--- config.mk ---
export PLATFORM = sky130hd
export DESIGN_NAME = ifu_fetch
export DESIGN_NICKNAME = d
export VERILOG_FILES = /design/src/rtl/ifu_fetch.sv
export SDC_FILE = /design/constraint.sdc
export NUM_CORES = 1
export LEC_CHECK = 0
export BUFFER_PORTS_ARGS = -buffer_cell sky130_fd_sc_hd__buf_2
export CAP_MARGIN = 20
export CORE_MARGIN = 2
export CORE_UTILIZATION = 42
export DETAILED_ROUTE_END_ITERATION = 12
export PLACE_DENSITY_LB_ADDON = 0.2
export REMOVE_ABC_BUFFERS = 1
export SLEW_MARGIN = 40
export SYNTH_ARGS = -nofsm -noshare
export SYNTH_HDL_FRONTEND = slang
export SYNTH_SLANG_ARGS = --single-unit
--- constraint.sdc ---
create_clock -name clk -period 1.6 [get_ports clk]
set_input_delay 0.24 -clock clk [delete_from_list [all_inputs] [get_ports clk]]
set_output_delay 0.24 -clock clk [all_outputs]
set_load 0.005 [all_outputs]
--- src/rtl/ifu_fetch.sv ---
// Instruction fetch unit: one imem read per instruction, handed to decode.
// Define IFU_MISALIGN_CHECK_EN to trap misaligned next-PCs in S_FAULT.
module ifu_fetch #(
  parameter logic [31:0] RESET_PC = 32'h8000_0000,
  parameter int unsigned CNT_W    = 32
) (
  input  logic             clk,
  input  logic             rst,
  output logic             imem_req_valid,
  input  logic             imem_req_ready,
  output logic [31:0]      imem_addr,
  input  logic             imem_resp_valid,
  input  logic [31:0]      imem_resp_data,
  output logic             imem_resp_ready,
  output logic [31:0]      inst,
  output logic [31:0]      pc,
  output logic             inst_valid,
  input  logic             inst_ready,
  input  logic             npc_valid,
  input  logic [31:0]      npc,
  output logic             busy,
  output logic [CNT_W-1:0] fetch_cnt,
  output logic             misalign_fault
);

  typedef enum logic [2:0] {
    S_REQ   = 3'd0,
    S_WAIT  = 3'd1,
    S_HOLD  = 3'd2,
    S_EXEC  = 3'd3,
    S_FAULT = 3'd4
  } state_e;

  state_e           state_q, state_d;
  logic [31:0]      pc_q, pc_d;
  logic [31:0]      inst_q, inst_d;
  logic [CNT_W-1:0] cnt_q, cnt_d;
  logic             fault_q, fault_d;

  logic req_q, req_d;
  logic rsp_q, rsp_d;
  logic vld_q, vld_d;
  logic busy_q, busy_d;

  always_comb begin
    state_d = state_q;
    pc_d    = pc_q;
    inst_d  = inst_q;
    cnt_d   = cnt_q;
    fault_d = fault_q;
    unique case (state_q)
      S_REQ: begin
        if (imem_req_ready) state_d = S_WAIT;
      end
      S_WAIT: begin
        if (imem_resp_valid) begin
          inst_d  = imem_resp_data;
          state_d = S_HOLD;
        end
      end
      S_HOLD: begin
        if (inst_ready) begin
          cnt_d   = cnt_q + CNT_W'(1);
          state_d = S_EXEC;
        end
      end
      S_EXEC: begin
        if (npc_valid) begin
`ifdef IFU_MISALIGN_CHECK_EN
          if (npc[1:0] != 2'b00) begin
            fault_d = 1'b1;
            state_d = S_FAULT;
          end else begin
            pc_d    = npc;
            state_d = S_REQ;
          end
`else
          pc_d    = {npc[31:2], 2'b00};
          state_d = S_REQ;
`endif
        end
      end
`ifdef IFU_MISALIGN_CHECK_EN
      S_FAULT: begin
        state_d = S_FAULT;
      end
`endif
      default: state_d = S_REQ;
    endcase
  end

  // Handshake flags are registered from the next state.
  always_comb begin
    req_d  = 1'b0;
    rsp_d  = 1'b0;
    vld_d  = 1'b0;
    busy_d = 1'b1;
    unique case (1'b1)
      (state_d == S_REQ):  req_d  = 1'b1;
      (state_d == S_WAIT): rsp_d  = 1'b1;
      (state_d == S_HOLD): vld_d  = 1'b1;
      (state_d == S_EXEC): busy_d = 1'b0;
      default: ;
    endcase
  end

  always_ff @(posedge clk) begin
    if (rst) begin
      state_q <= S_REQ;
      pc_q    <= {RESET_PC[31:2], 2'b00};
      inst_q  <= 32'h0;
      cnt_q   <= '0;
      fault_q <= 1'b0;
      req_q   <= 1'b1;
      rsp_q   <= 1'b0;
      vld_q   <= 1'b0;
      busy_q  <= 1'b1;
    end else begin
      state_q <= state_d;
      pc_q    <= pc_d;
      inst_q  <= inst_d;
      cnt_q   <= cnt_d;
      fault_q <= fault_d;
      req_q   <= req_d;
      rsp_q   <= rsp_d;
      vld_q   <= vld_d;
      busy_q  <= busy_d;
    end
  end

  // Handshakes are forced quiet for as long as rst is held.
  assign imem_req_valid  = req_q & ~rst;
  assign imem_resp_ready = rsp_q & ~rst;
  assign inst_valid      = vld_q & ~rst;

  assign imem_addr = pc_q;
  assign pc        = pc_q;
  assign inst      = inst_q;
  assign busy      = busy_q;
  assign fetch_cnt = cnt_q;

`ifdef IFU_MISALIGN_CHECK_EN
  assign misalign_fault = fault_q;
`else
  logic unused_npc_lsb;
  assign unused_npc_lsb = ^{npc[1:0], fault_q};
  assign misalign_fault = 1'b0;
`endif

endmodule

==> metrics.md <==
| Metric | Value |
|---|---|
| Status | finished, violations left |
| Failing checks | negative setup slack |
| Ant. Diodes | 0 |
| Net Sw Frac | 0.2205 |
| Avg Cell Area, Syn | 8.090 sq um |
| Yosys top cell area share | 0.4715 |
| Internal power | 3.555 mW |
| Seq/Total Area, Yosys | 0.4715 |
| FF+latch count, synth | 101 |
| RSZ-0062 raised after global routing | true |
| Post-route ant nets | 0 |
| Largest net degree at the start of global routing | 35 |
| Rows | 36 |
| Critical Path Start Type | register |
| Die span in y | 105.0 microns |
| Most frequent cells in the layout | buf_2 (195), nand2_1 (142), dfxtp_1 (87), a21oi_1 (80), buf_4 (67) |
| Post-Place Worst Slack | -0.2103 ns |
| GRT overflow | 0 |
| Bufs and invs on worst path | 3 |
| CTS H-tree depth | 3 |
| Number of global-route vias before repair | 4133 |
| Die area | 11030 sq um |
| CTS tree | yes |
| Slowest-stage cell, CP | and4bb_4 |
| Max-slew violations | 0 |
| Core area | 9864 sq um |
| Synth warn | 0 |
| Synth-to-layout area growth | 43.27% |
| Req. time, crit path | 1.85 ns |
| CP Capture Type | register |
| Iteration-0 DRC Markers | 179 |
| Avg Vias per Cell | 5.055 |
| Number of synthesized flops with an enable pin | 0 |
| Layout Skew | 0.01967 ns |
| VDD IR-drop max | 0.0004476 V |
| Min-delay worst type | input port to register |
| Finished layout cell area | 6143 sq um |
| Multi-input logic area | 2097 sq um |
| Initial antenna violation count | 0 |
| Leakage | 2.777 nW |
| Sequential fraction of design power | 0.556 |
| Final hold slack | 0.08985 ns |
| R2R Setup Slk | -0.10 ns |
| Leading cell type in the layout, fill and taps excluded | buf_2 |
| Critical Path Fanout Max | 4 |
| Clk root buf | clkbuf_8 |
| Initial core utilization | 0.4347 |
| Sw power | 1.006 mW |
| Average wire per standard cell | 13.79 microns |
| Synth async-reset ratio | 0 |
| Post-synthesis cell count | 530 |
| PortBufs | 195 |
| DRC | 0 |
| Sequential standard cell area | 2044 sq um |
| CTS sink count | 101 |
| Die Width | 105.0 microns |
| Clock power frac | 0.396 |
| Critical-path cell list | and4bb_4 > buf_6 > nand4_1 > buf_4 > buf_4 > o31ai_2 > a21oi_2 |
| Final net count | 822 |
| Post-CTS Hold Buffers | 0 |
| Max Cap Viol | 0 |
| Drt total wl | 12.26 mm |
| Max Freq | 588.1 MHz |
| # fillers | 897 |
| Top_reg_cell synth | dfxtp_1 |
| CP Data Arrival Time | 1.95 ns |
| PnR worst setup slack | -0.1004 ns |
| Setup TNS | -0.5421 ns |
| Final Power | 4.560 mW |
| Inserted Clock Buffers | 9 |
| Via count | 4494 |
| Period utilization | 1.063 |
| Final Hold Fails | 0 |
| Area leader, netlist | dfxtp_1 |
| Worst skew pair latency | 0.37 ns |
| First-pass GRT wire length | 19.09 mm |
| All-Layer GR Usage | 0.2102 |
| CP max stage delay | 0.36 ns |
| CTS Buffer Depth | 2 |
| Area of the mapped netlist | 4288 sq um |
| Hpwl dp | 8.454 mm |
| Clock transition at path regs | 0.09 ns |
| Worst setup path category | register to register |
| Synth unique cells | 38 |
| Layout cell share with drive strength beyond 1 | 0.4444 |
| Crit path time final | 1.700 ns |
| Ports | 203 |
| Synth area leaders | dfxtp_1 (47%), nand2_1 (13%), a21oi_1 (9.7%) |
| CP dominant cell by count | buf_4 |
| RePlAce Congestion | 0.8269 |
| P per Cell Area | 742.3 nW/um^2 |
| Placed inst area | 5555 sq um |
| Final setup violation count | 12 |
| 1st-pass router iterations | 6 |
| Combinational power share | 0.049 |
| CP top delay family | simple AND/OR/NAND/NOR gates |
[per-stage QoR]
step                      cells    util
after floorplan             469       -
after global placement      858  0.5632
after detailed placement    858  0.5632
after CTS                   884  0.6041
after global routing        889  0.6228
final                       889  0.6228
[area by class of cell]
| cell class | count | share of cell area |
|---|---|---|
| Inverter | 5 | 0.003055 |
| Timing Repair Buffer | 269 | 0.2593 |
| Sequential cell | 101 | 0.3328 |
| Multi-Input combinational cell | 365 | 0.3413 |
| Clock inverter | 6 | 0.01405 |
| Clock buffer | 10 | 0.02240 |
| Tap cell | 133 | 0.02709 |
[repair_timing]
action                     CTS  global route
setup endpoints to repair   18            23
setup buffers                8             5
cloned                       2             0
pin swaps                   15            12
resized for setup           28            31
[logic make-up (layout without fill, tap and decap cells)]
logic type	after synthesis	after routing	share of synthesized area
DFF	101	101	0.4715
xor gates and xnor gates	10	10	0.02043
and+or+nand+nor	238	240	0.2664
AOI/OAI and AO/OA	105	105	0.1334
muxes	3	3	0.007587
buffers and inverters	71	290	0.09688
other	1	6	0.0008746
adders and majority gates	1	1	0.002918
[final timing paths]
kind	to	from	depth (start not counted)
worst max-delay path	fetch_cnt[26]	state_q[0]	7
worst min-delay path	imem_addr[31]	npc[31]	3
worst max register to register	fetch_cnt[26]	state_q[0]	7
worst min register to register	inst[28]	inst[28]	2
[per-layer routing]
| layer | part of all wire | global-route usage |
|---|---|---|
| met1 | 0.43 | 0.2571 |
| met2 | 0.48 | 0.3488 |
| met3 | 0.074 | 0.05552 |
| met4 | 0.019 | 0.08857 |
| met5 | 0 | 0 |
[power by group through the flow]
stage / sequential (mW) / combinational, mW / clock [mW]
CTS: 2.54 / 0.213 / 1.85
floorplan: 2.60 / 0.0421 / 0
finish: 2.53 / 0.222 / 1.81
detailed placement: 2.60 / 0.210 / 0
global placement: 2.59 / 0.208 / 0
global route: 2.54 / 0.246 / 1.97
[sequential cells by signal (all words and copies together) (netlist names)]
signal     cells
vld_q          1
imem_addr     30
req_q          1
inst          32
fetch_cnt     32
state_q        3
busy           1
rsp_q          1
[cells in the mapped netlist (2+ instances only)]
| cell | instances |
|---|---|
| a21oi_1 | 83 |
| and2_1 | 2 |
| and3_1 | 4 |
| and4_1 | 7 |
| buf_2 | 5 |
| buf_4 | 36 |
| clkbuf_1 | 23 |
| dfxtp_1 | 101 |
| inv_1 | 5 |
| nand2_1 | 143 |
| nand3_1 | 13 |
| nand4_1 | 9 |
| nor2_1 | 16 |
| nor2b_1 | 8 |
| nor3_1 | 2 |
| nor4_1 | 7 |
| o21ai_0 | 4 |
| o31ai_1 | 15 |
| or3_1 | 5 |
| or4_1 | 16 |
| xnor2_1 | 8 |
| xor2_1 | 2 |
[worst min-delay path: stages]
cell,delay [ns]
buf_2,0.07
nand2_1,0.04
nand3b_1,0.07
Note: power is estimated with default switching activity, not from simulation.
